===== src/rtl/axi_hp_dma_writer_if.sv =====
// -----------------------------------------------------------------------------
// axi_ifc
// AXI3 write-side bundle (AW/W/B) for a Zynq HP slave port.
//
// Modports:
//   writer : master side (drives AW/W, bready; observes awready/wready/B)
//   memory : slave side  (mirror of writer)
// -----------------------------------------------------------------------------
interface axi_ifc #(
    parameter int DWIDTH = 64
);
    logic [5:0]          awid;
    logic [31:0]         awaddr;
    logic [3:0]          awlen;
    logic [2:0]          awsize;
    logic [1:0]          awburst;
    logic [1:0]          awlock;
    logic [3:0]          awcache;
    logic                awvalid;
    logic                awready;

    logic [DWIDTH-1:0]   wdata;
    logic [DWIDTH/8-1:0] wstrb;
    logic                wlast;
    logic                wvalid;
    logic                wready;

    logic [1:0]          bresp;
    logic                bvalid;
    logic                bready;

    modport writer (
        output awid, awaddr, awlen, awsize, awburst, awlock, awcache, awvalid,
        input  awready,
        output wdata, wstrb, wlast, wvalid,
        input  wready,
        input  bresp, bvalid,
        output bready
    );

    modport memory (
        input  awid, awaddr, awlen, awsize, awburst, awlock, awcache, awvalid,
        output awready,
        input  wdata, wstrb, wlast, wvalid,
        output wready,
        output bresp, bvalid,
        input  bready
    );
endinterface


===== src/rtl/axi_hp_dma_writer.sv =====
// -----------------------------------------------------------------------------
// axi_hp_dma_writer
// Streams 64-bit words from a valid/ready source into memory through a Zynq
// AXI HP port using fixed 16-beat INCR bursts (128 B each). Tracks AW, W and
// B completion independently and reports busy plus an elapsed-cycle count.
//
// Ports:
//   clk, rstn        clock / asynchronous active-low reset
//   m                axi_ifc.writer master (AW/W/B)
//   txn_addr         start byte address (bits 6:0 ignored)
//   txn_count        byte count (bits 22:7 = number of bursts, rest ignored)
//   txn_start        start request, sampled only while idle
//   txn_busy         transfer in progress
//   cyc_count        cycles elapsed since the accepted start (holds at end)
//   data/valid/ready source stream; a beat moves when valid & ready
//   txn_error        (AXI_DMA_WRITER_ERR_EN only) sticky non-OKAY B response
//
// Build option: define AXI_DMA_WRITER_ERR_EN to add txn_error, bresp checking
// and a W gate that keeps written beats within the bursts already addressed.
// -----------------------------------------------------------------------------
module axi_hp_dma_writer #(
    parameter int DWIDTH = 64
) (
    input  logic              clk,
    input  logic              rstn,
    axi_ifc.writer            m,
    input  logic [31:0]       txn_addr,
    input  logic [31:0]       txn_count,
    input  logic              txn_start,
    output logic              txn_busy,
    output logic [31:0]       cyc_count,
    input  logic [DWIDTH-1:0] data,
    input  logic              valid,
    output logic              ready
`ifdef AXI_DMA_WRITER_ERR_EN
    ,
    output logic              txn_error
`endif
);

    typedef enum logic [1:0] {
        IDLE  = 2'd0,
        RUN   = 2'd1,
        WAITB = 2'd2
    } state_t;

    state_t      state_q, state_d;
    logic [31:0] awaddr_q, awaddr_d;
    logic [15:0] awcount_q, awcount_d;
    logic [19:0] wcount_q, wcount_d;
    logic [3:0]  beat_q, beat_d;
    logic [15:0] bcount_q, bcount_d;
    logic        busy_q, busy_d;
    logic [31:0] cyc_q, cyc_d;
`ifdef AXI_DMA_WRITER_ERR_EN
    logic        err_q, err_d;
`endif

    logic aw_hs;
    logic w_ok;
    logic w_hs;
    logic b_hs;

`ifdef AXI_DMA_WRITER_ERR_EN
    // Beats written so far stay within 16 x bursts addressed. Since both
    // counters start at bursts and 16*bursts, that reduces to
    // wcount > 16*awcount on the live counters.
    assign w_ok = (wcount_q > {awcount_q, 4'd0});
`else
    assign w_ok = (wcount_q != 20'd0);
`endif

    assign aw_hs = (awcount_q != 16'd0) & m.awready;
    assign w_hs  = valid & m.wready & w_ok;
    assign b_hs  = m.bvalid;            // bready is tied high

    always_comb begin
        state_d   = state_q;
        awaddr_d  = awaddr_q;
        awcount_d = awcount_q;
        wcount_d  = wcount_q;
        beat_d    = beat_q;
        bcount_d  = bcount_q;
        busy_d    = busy_q;
        cyc_d     = cyc_q;
`ifdef AXI_DMA_WRITER_ERR_EN
        err_d     = err_q;
`endif

        // AW, W and B each move their own counter; they never interact.
        if (aw_hs) begin
            awcount_d = awcount_q - 16'd1;
            awaddr_d  = awaddr_q + 32'd128;
        end
        if (w_hs) begin
            wcount_d = wcount_q - 20'd1;
            beat_d   = beat_q + 4'd1;
        end
        // An unexpected B must not wrap the counter.
        if (b_hs && (bcount_q != 16'd0)) begin
            bcount_d = bcount_q - 16'd1;
        end
`ifdef AXI_DMA_WRITER_ERR_EN
        if (b_hs && (m.bresp != 2'b00)) begin
            err_d = 1'b1;
        end
`endif
        if (busy_q) begin
            cyc_d = cyc_q + 32'd1;
        end

        case (state_q)
            IDLE: begin
                if (txn_start) begin
                    awaddr_d  = {txn_addr[31:7], 7'd0};
                    awcount_d = txn_count[22:7];
                    bcount_d  = txn_count[22:7];
                    wcount_d  = {txn_count[22:7], 4'd0};
                    beat_d    = 4'd0;
                    cyc_d     = 32'd0;
                    busy_d    = 1'b1;
`ifdef AXI_DMA_WRITER_ERR_EN
                    err_d     = 1'b0;
`endif
                    state_d   = RUN;
                end
            end
            RUN: begin
                if ((awcount_q == 16'd0) && (wcount_q == 20'd0)) begin
                    state_d = WAITB;
                end
            end
            WAITB: begin
                if (bcount_q == 16'd0) begin
                    busy_d  = 1'b0;
                    state_d = IDLE;
                end
            end
            default: begin
                state_d = IDLE;
            end
        endcase
    end

    always_ff @(posedge clk or negedge rstn) begin
        if (!rstn) begin
            state_q   <= IDLE;
            awaddr_q  <= 32'd0;
            awcount_q <= 16'd0;
            wcount_q  <= 20'd0;
            beat_q    <= 4'd0;
            bcount_q  <= 16'd0;
            busy_q    <= 1'b0;
            cyc_q     <= 32'd0;
`ifdef AXI_DMA_WRITER_ERR_EN
            err_q     <= 1'b0;
`endif
        end else begin
            state_q   <= state_d;
            awaddr_q  <= awaddr_d;
            awcount_q <= awcount_d;
            wcount_q  <= wcount_d;
            beat_q    <= beat_d;
            bcount_q  <= bcount_d;
            busy_q    <= busy_d;
            cyc_q     <= cyc_d;
`ifdef AXI_DMA_WRITER_ERR_EN
            err_q     <= err_d;
`endif
        end
    end

    // Fixed burst shape: 16 beats of 8 bytes, INCR, normal access.
    assign m.awid    = 6'd0;
    assign m.awaddr  = awaddr_q;
    assign m.awlen   = 4'd15;
    assign m.awsize  = 3'b011;
    assign m.awburst = 2'b01;
    assign m.awlock  = 2'b00;
    assign m.awcache = 4'b0000;
    assign m.awvalid = (awcount_q != 16'd0);

    assign m.wdata   = data;
    assign m.wstrb   = '1;
    assign m.wlast   = (beat_q == 4'd15);
    assign m.wvalid  = valid & w_ok;
    assign m.bready  = 1'b1;

    assign ready     = m.wready & w_ok;
    assign txn_busy  = busy_q;
    assign cyc_count = cyc_q;

`ifdef AXI_DMA_WRITER_ERR_EN
    assign txn_error = err_q;

    logic unused_bits;
    assign unused_bits = ^{txn_addr[6:0], txn_count[31:23], txn_count[6:0]};
`else
    logic unused_bits;
    assign unused_bits = ^{txn_addr[6:0], txn_count[31:23], txn_count[6:0], m.bresp};
`endif

endmodule


===== src/flat_wrapper.sv =====
// flat-port wrapper written by rule: the top's interface ports become plain ports
module axi_hp_dma_writer_flat 
#(
    parameter int DWIDTH = 64
)
  (clk, rstn, txn_addr, txn_count, txn_start, txn_busy, cyc_count, data, valid, ready, m_awid, m_awaddr, m_awlen, m_awsize, m_awburst, m_awlock, m_awcache, m_awvalid, m_awready, m_wdata, m_wstrb, m_wlast, m_wvalid, m_wready, m_bresp, m_bvalid, m_bready);
  axi_ifc #(.DWIDTH(DWIDTH)) m_i ();
  input  logic clk;
  input  logic rstn;
  input  logic [31:0] txn_addr;
  input  logic [31:0] txn_count;
  input  logic txn_start;
  output logic txn_busy;
  output logic [31:0] cyc_count;
  input  logic [DWIDTH-1:0] data;
  input  logic valid;
  output logic ready;
  output wire logic [$bits(m_i.awid)-1:0] m_awid;
  output wire logic [$bits(m_i.awaddr)-1:0] m_awaddr;
  output wire logic [$bits(m_i.awlen)-1:0] m_awlen;
  output wire logic [$bits(m_i.awsize)-1:0] m_awsize;
  output wire logic [$bits(m_i.awburst)-1:0] m_awburst;
  output wire logic [$bits(m_i.awlock)-1:0] m_awlock;
  output wire logic [$bits(m_i.awcache)-1:0] m_awcache;
  output wire logic [$bits(m_i.awvalid)-1:0] m_awvalid;
  input wire logic [$bits(m_i.awready)-1:0] m_awready;
  output wire logic [$bits(m_i.wdata)-1:0] m_wdata;
  output wire logic [$bits(m_i.wstrb)-1:0] m_wstrb;
  output wire logic [$bits(m_i.wlast)-1:0] m_wlast;
  output wire logic [$bits(m_i.wvalid)-1:0] m_wvalid;
  input wire logic [$bits(m_i.wready)-1:0] m_wready;
  input wire logic [$bits(m_i.bresp)-1:0] m_bresp;
  input wire logic [$bits(m_i.bvalid)-1:0] m_bvalid;
  output wire logic [$bits(m_i.bready)-1:0] m_bready;
  assign m_awid = m_i.awid;
  assign m_awaddr = m_i.awaddr;
  assign m_awlen = m_i.awlen;
  assign m_awsize = m_i.awsize;
  assign m_awburst = m_i.awburst;
  assign m_awlock = m_i.awlock;
  assign m_awcache = m_i.awcache;
  assign m_awvalid = m_i.awvalid;
  assign m_i.awready = m_awready;
  assign m_wdata = m_i.wdata;
  assign m_wstrb = m_i.wstrb;
  assign m_wlast = m_i.wlast;
  assign m_wvalid = m_i.wvalid;
  assign m_i.wready = m_wready;
  assign m_i.bresp = m_bresp;
  assign m_i.bvalid = m_bvalid;
  assign m_bready = m_i.bready;
  axi_hp_dma_writer #(.DWIDTH(DWIDTH)) u_core (.clk(clk), .rstn(rstn), .m(m_i), .txn_addr(txn_addr), .txn_count(txn_count), .txn_start(txn_start), .txn_busy(txn_busy), .cyc_count(cyc_count), .data(data), .valid(valid), .ready(ready));
endmodule

===== config.mk =====
export PLATFORM = sky130hd
export DESIGN_NAME = axi_hp_dma_writer_flat
export DESIGN_NICKNAME = d
export VERILOG_FILES = /design/src/rtl/axi_hp_dma_writer_if.sv /design/src/rtl/axi_hp_dma_writer.sv /design/src/flat_wrapper.sv
export SDC_FILE = /design/constraint.sdc
export NUM_CORES = 1
export LEC_CHECK = 0
export CAP_MARGIN = 20
export CORE_MARGIN = 3
export CORE_UTILIZATION = 47
export DETAILED_ROUTE_END_ITERATION = 8
export GPL_ROUTABILITY_DRIVEN = 0
export MAX_ROUTING_LAYER = met4
export PLACE_DENSITY = 0.88
export REMOVE_ABC_BUFFERS = 1
export SLEW_MARGIN = 30
export SYNTH_ARGS = -nofsm -noshare
export SYNTH_HDL_FRONTEND = slang
export SYNTH_SLANG_ARGS = --single-unit

===== constraint.sdc =====
create_clock -name clk -period 6.15 [get_ports clk]
set_input_delay 1.23 -clock clk [delete_from_list [all_inputs] [get_ports clk]]
set_output_delay 1.23 -clock clk [all_outputs]
set_load 0.03 [all_outputs]

# After elaboration in Yosys (flattened, before gate mapping)
# Cells that the tools add are included.
dict set report word_totals {
  register_bits 123
  inputBits 137
  word_cells 62
}
dict set report classes {
  bitwise_logic 5
  eq_ne 6
  n_reduce_logical 12
  add_sub_neg 6
  mux 25
}
# op n
set op_table {}
lappend op_table {{$mux 32} 6}
lappend op_table {{$mux 16} 6}
lappend op_table {{$mux 20} 3}
lappend op_table {{$add 32x1->32 const B} 1}
lappend op_table {{$add 32x8->32 const B} 1}
lappend op_table {{$logic_not 16->1} 2}
lappend op_table {{$reduce_bool 16->1} 2}
lappend op_table {{$sub 16x1->16 const B} 2}
lappend op_table {{$logic_not 20->1} 1}
lappend op_table {{$reduce_bool 20->1} 1}
lappend op_table {{$sub 20x1->20 const B} 1}
lappend op_table {{$mux 4} 3}
lappend op_table {{$mux 2} 3}
lappend op_table {{$pmux 2 s3} 1}
lappend op_table {{$reduce_and 3->1} 2}
lappend op_table {{$and 1x1->1} 5}
lappend op_table {{$add 4x1->4 const B} 1}
lappend op_table {{$eq 4x4->1 const B} 1}
lappend op_table {{$ne 2x1->1 const B} 2}
lappend op_table {{$eq 2x1->1 const B} 1}
lappend op_table {{$eq 2x2->1 const B} 1}
lappend op_table {{$logic_and 1x1->1} 2}
lappend op_table {{$logic_not 2->1} 1}
lappend op_table {{$mux 1} 2}
lappend op_table {{3 further kinds} 3}

# Logic depth before layout (Yosys ltp)
dict set report depth {
  word_depth 5
  depth_mapped 9
}

# Worst setup path after synthesis
# OpenSTA, ideal clock, no wires.
dict set report synth_timing {
  path_type {reg-to-output}
  from {register u_core.wcount_q[0]}
  to {output port m_wvalid}
  arrival_time_ns 2.072
  n_path_buf 1
  setup_slack_ns 2.848
  t_required_ns 4.920
  stages_incl_launch_ff 8
  cell_sequence {dfrtp_1 > inv_1 > ha_1 > or4b_2 > and4bb_2 > buf_2 > nand2_1 > and2_1}
}
dict set report synth_via {
  elab_chain_len 2
}
# item line_no
set synth_lines {}
lappend synth_lines {{from (decl)} axi_hp_dma_writer.sv:50} ;# logic [19:0] wcount_q, wcount_d;
lappend synth_lines {{from (signal assigned)} axi_hp_dma_writer.sv:162} ;# wcount_q <= wcount_d;
lappend synth_lines {{$reduce_bool 20->1} axi_hp_dma_writer.sv:70} ;# assign w_ok = (wcount_q != 20'd0);
lappend synth_lines {{$and 1x1->1} axi_hp_dma_writer.sv:186} ;# assign m.wvalid = valid & w_ok;
lappend synth_lines {{to (decl)} flat_wrapper.sv:30} ;# output wire logic [$bits(m_i.wvalid)-1:0] m_wvalid;
# Every way passes these cells.

# Final worst setup path
dict set report layout_timing {
  from {register u_core.wcount_q[0]}
  to {output port ready}
}
dict set report layout_via {
  elab_chain_len 2
}
# item line_no
set layout_lines {}
lappend layout_lines {{$reduce_bool 20->1} axi_hp_dma_writer.sv:70}
lappend layout_lines {{$and 1x1->1} axi_hp_dma_writer.sv:189} ;# assign ready = m.wready & w_ok;
lappend layout_lines {{to (decl)} flat_wrapper.sv:17} ;# output logic ready;
# Every way passes these cells.

==> PnR_summary.wiki <==
{| class="wikitable"
! Metric !! Value
|-
| Leading cell type in the layout, fill and taps excluded || sky130_fd_sc_hd__dfrtp_1
|-
| Post-CTS Setup Repair Bufs || 0
|-
| DIE HEIGHT || about 130 µm
|-
| Delay of the slowest cell on the worst path || around 650 ps
|-
| Static leakage || about 3.2 nW
|-
| Number of top-level design ports || 300
|-
| Fin nets || about 960
|-
| Core Area || between 0.01 and 0.015 mm²
|-
| Filler instances || 1226
|-
| Total vias in the final route || 5854
|-
| Worst EP required || about 4900 ps
|-
| Final Worst Setup Slack || ~1700 ps
|-
| GR Util All Layers || roughly 26%
|-
| Maximum buffer depth of the clock tree || 2
|-
| Max H-tree Level || 4
|-
| Worst setup slack before clock tree synthesis || ~2200 ps
|-
| Final hold violation count || 0
|-
| Clock tree from TritonCTS || done
|-
| Max-slew violation count || 0
|-
| Start-to-end type of the worst setup path || reg2out
|-
| Crit-path leading delay family || simple AND/OR/NAND/NOR gates
|-
| Setup violators final || 0
|-
| Tightest Hold Check Type || reg2reg
|-
| Count of clock tree sinks || roughly 120
|-
| Average instance area after synthesis || 9.03 µm²
|-
| Via density per instance || a little under 6
|-
| Number of violations reported at the end of detailed-routing iteration 0 || 481
|-
| Portion of the post-synthesis area used by sequential elements || roughly 41%
|-
| First-pass iteration count of the detailed router || 5
|-
| Post-route setup TNS || 0 ps
|-
| Setup skew after layout || between 8 and 9 ps
|-
| Site Rows || 44
|-
| Flip-flop and latch count after synthesis || 116
|-
| Congestion Overflow GR || 0
|-
| Summed instance area of the synthesized netlist || around 0.007 mm²
|-
| Final clock period utilization by the worst path || around 72%
|-
| Fraction of registers with async set or reset after synthesis || 100%
|-
| Distinct cells, synth || 57
|-
| Fraction of layout instances using a drive strength above 1 || 6.04%
|-
| Antenna Violating Nets Remaining || 0
|-
| Worst Path Buf+Inv || 2
|-
| CP Data Arrival Time || between 3000 and 4000 ps
|-
| Insertion delay to the later sink of the worst-skew pair || about 410 ps
|-
| Kind of capture point of the worst setup path || primary output
|-
| Worst vdd ir || 0.000338 V
|-
| Minimum period implied by the final worst setup slack || around 4500 ps
|-
| Slowest stage cell, crit path || sky130_fd_sc_hd__or4b_2
|-
| Transition time of the tightest slew-check pin || around 860 ps
|-
| Post-detailed-route DRC marker count || 0
|-
| Hold buffers post-CTS || 0
|-
| Result of the run || finished clean
|-
| Yosys warns || 0
|-
| Most used DFF post-synth || sky130_fd_sc_hd__dfrtp_1
|-
| Most used cells in the layout excluding fill and tap cells || sky130_fd_sc_hd__dfrtp_1 (116), sky130_fd_sc_hd__clkdlybuf4s50_1 (108), sky130_fd_sc_hd__a21oi_1 (71), sky130_fd_sc_hd__nor2_1 (70), sky130_fd_sc_hd__nand2_1 (49)
|-
| First-pass GRT wire length || 31800 µm
|-
| Fmax || approximately 220 MHz
|-
| Clock input transition at the sequential cells of the worst setup and hold paths || roughly 50 ps
|-
| Resize count post-CTS || 0
|-
| Starting density of the core || about half
|-
| Port bufs || 109
|-
| Routed length per instance || around 20 µm
|-
| Slew Limit Headroom || a little over two fifths
|-
| Worst setup SP type || register
|-
| Num CTS Buffers || 17
|-
| Ant diodes || 0
|-
| Layout overhead on the synthesized area || 16.7%
|-
| Pwr per Cell Area || 401 mW/mm²
|-
| EDFF count, synth || 0
|-
| Half-perimeter wire length after detailed placement || around 15000 µm
|-
| Library cell used as clock root buffer || sky130_fd_sc_hd__clkbuf_16
|-
| Initial antenna violation count || 0
|-
| Die boundary width || around 130 µm
|-
| Unrepaired setup endpoints after global routing || false
|-
| R2R Setup Slk || approximately 3600 ps
|-
| Maximum number of pins on one net before global-route repair || 82
|-
| Routed WL || around 20000 µm
|-
| Chain of cells forming the critical path || inv_1 > ha_1 > or4b_2 > and4bb_2 > nand2_1 > and2_1 > clkdlybuf4s50_1
|-
| Worst-path fanout max || 11
|-
| Die outline area || around 0.016 mm²
|-
| Number of cells produced by synthesis || just under 800
|-
| Number of violations of the max-capacitance limit || 0
|-
| Vias in the first global route || ~5600
|}
[kinds of logic (layout without fill, tap and decap cells)]
kind of cell / Yosys count / after routing / share of synthesized area (%)
buffers and inverters: 143 / 157 / 13.4
muxes: 1 / 1 / 0.142
and+or+nand+nor: 286 / 286 / 21.9
AOI/OAI and AO/OA: 135 / 135 / 10.8
DFF: 116 / 116 / 41.3
adders and majority gates: 8 / 8 / 1.42
other: 2 / 37 / 0.107
xor gates and xnor gates: 88 / 88 / 11.0
[sequential cells by signal (all words and copies together), names as in the netlist]
name              count
u_core.state_q        2
u_core.beat_q         4
u_core.bcount_q      16
u_core.txn_busy       1
u_core.cyc_count     32
u_core.awcount_q     16
u_core.m.awaddr      25
u_core.wcount_q      20
[final timing paths]
kind                                      from                  end  cells after the start
max                         u_core.wcount_q[0]                ready                      7
min                         u_core.wcount_q[3]   u_core.wcount_q[3]                      1
max reg2reg                u_core.awcount_q[0]  u_core.m.awaddr[21]                      8
min reg2reg                 u_core.wcount_q[3]   u_core.wcount_q[3]                      1
max in group asynchronous                 rstn  u_core.m.awaddr[22]                      2
min in group asynchronous                 rstn  u_core.cyc_count[1]                      1
[stage by stage]
| step | instances | util, % | hold WS (ps) | instance area [µm²] | total power, W |
|---|---|---|---|---|---|
| after floorplan | 684 | - | 463 | 6270 | 0.00198 |
| after global placement | 981 | 52.3 | 503 | 7630 | 0.00230 |
| after detailed placement | 981 | 52.4 | 517 | 7640 | 0.00236 |
| after CTS | 1012 | 56.2 | 523 | 8200 | 0.00330 |
| after global routing | 1012 | 56.3 | 554 | 8210 | 0.00350 |
| final | 1012 | 56.3 | 535 | 8210 | 0.00329 |
[power by group]
group          total (W)  internal (W)  switching [W]  leakage, nW
Combinational    0.00107      0.000477       0.000598         1.54
Clock           0.000927      0.000605       0.000323        0.277
Sequential       0.00129       0.00101       0.000285         1.42
Total            0.00329       0.00209        0.00121         3.24
[synth_stat cells, types with 3 or more instances]
master / instances / area share (%)
sky130_fd_sc_hd__a2111oi_0: 3 / 0.37
sky130_fd_sc_hd__a211oi_1: 10 / 1.1
sky130_fd_sc_hd__a21oi_1: 71 / 5.1
sky130_fd_sc_hd__a31oi_1: 4 / 0.36
sky130_fd_sc_hd__and2_1: 5 / 0.44
sky130_fd_sc_hd__and3_1: 11 / 0.98
sky130_fd_sc_hd__and4_1: 6 / 0.75
sky130_fd_sc_hd__buf_2: 3 / 0.21
sky130_fd_sc_hd__buf_4: 102 / 11
sky130_fd_sc_hd__clkbuf_1: 22 / 1.2
sky130_fd_sc_hd__dfrtp_1: 116 / 41
sky130_fd_sc_hd__ha_1: 8 / 1.4
sky130_fd_sc_hd__inv_1: 12 / 0.64
sky130_fd_sc_hd__nand2_1: 49 / 2.6
sky130_fd_sc_hd__nand3_1: 27 / 1.9
sky130_fd_sc_hd__nand3b_1: 6 / 0.64
sky130_fd_sc_hd__nand4_1: 27 / 2.4
sky130_fd_sc_hd__nor2_1: 70 / 3.7
sky130_fd_sc_hd__nor3_1: 20 / 1.4
sky130_fd_sc_hd__nor3b_1: 3 / 0.32
sky130_fd_sc_hd__nor4_1: 22 / 2.0
sky130_fd_sc_hd__o211ai_1: 3 / 0.32
sky130_fd_sc_hd__o21ai_0: 29 / 2.1
sky130_fd_sc_hd__o21ai_1: 5 / 0.36
sky130_fd_sc_hd__or2_2: 3 / 0.27
sky130_fd_sc_hd__or3_1: 15 / 1.3
sky130_fd_sc_hd__or4_1: 3 / 0.32
sky130_fd_sc_hd__xnor2_1: 47 / 5.9
sky130_fd_sc_hd__xor2_1: 41 / 5.1
[routing by layer]
| layer | GRT usage (%) | part of all wire [%] | up-vias |
|---|---|---|---|
| li1 | - | - | 2677 |
| met1 | 34.3 | 44 | 2816 |
| met2 | 34.9 | 42 | 338 |
| met3 | 14.8 | 13 | 23 |
| met4 | 4.37 | 0.75 | 0 |
| met5 | - | 0 | - |
[layout make-up]
type	count	area (µm²)	area share, %
Timing Repair Buffer	113	1120	13.7
Sequential cell	116	2900	35.4
Tap cell	184	230	2.80
Clock buffer	27	513	6.25
Inverter	13	51.3	0.625
Multi-Input combinational cell	555	3340	40.7
Clock inverter	4	45.0	0.549
Power figures use the tool's default switching activity.
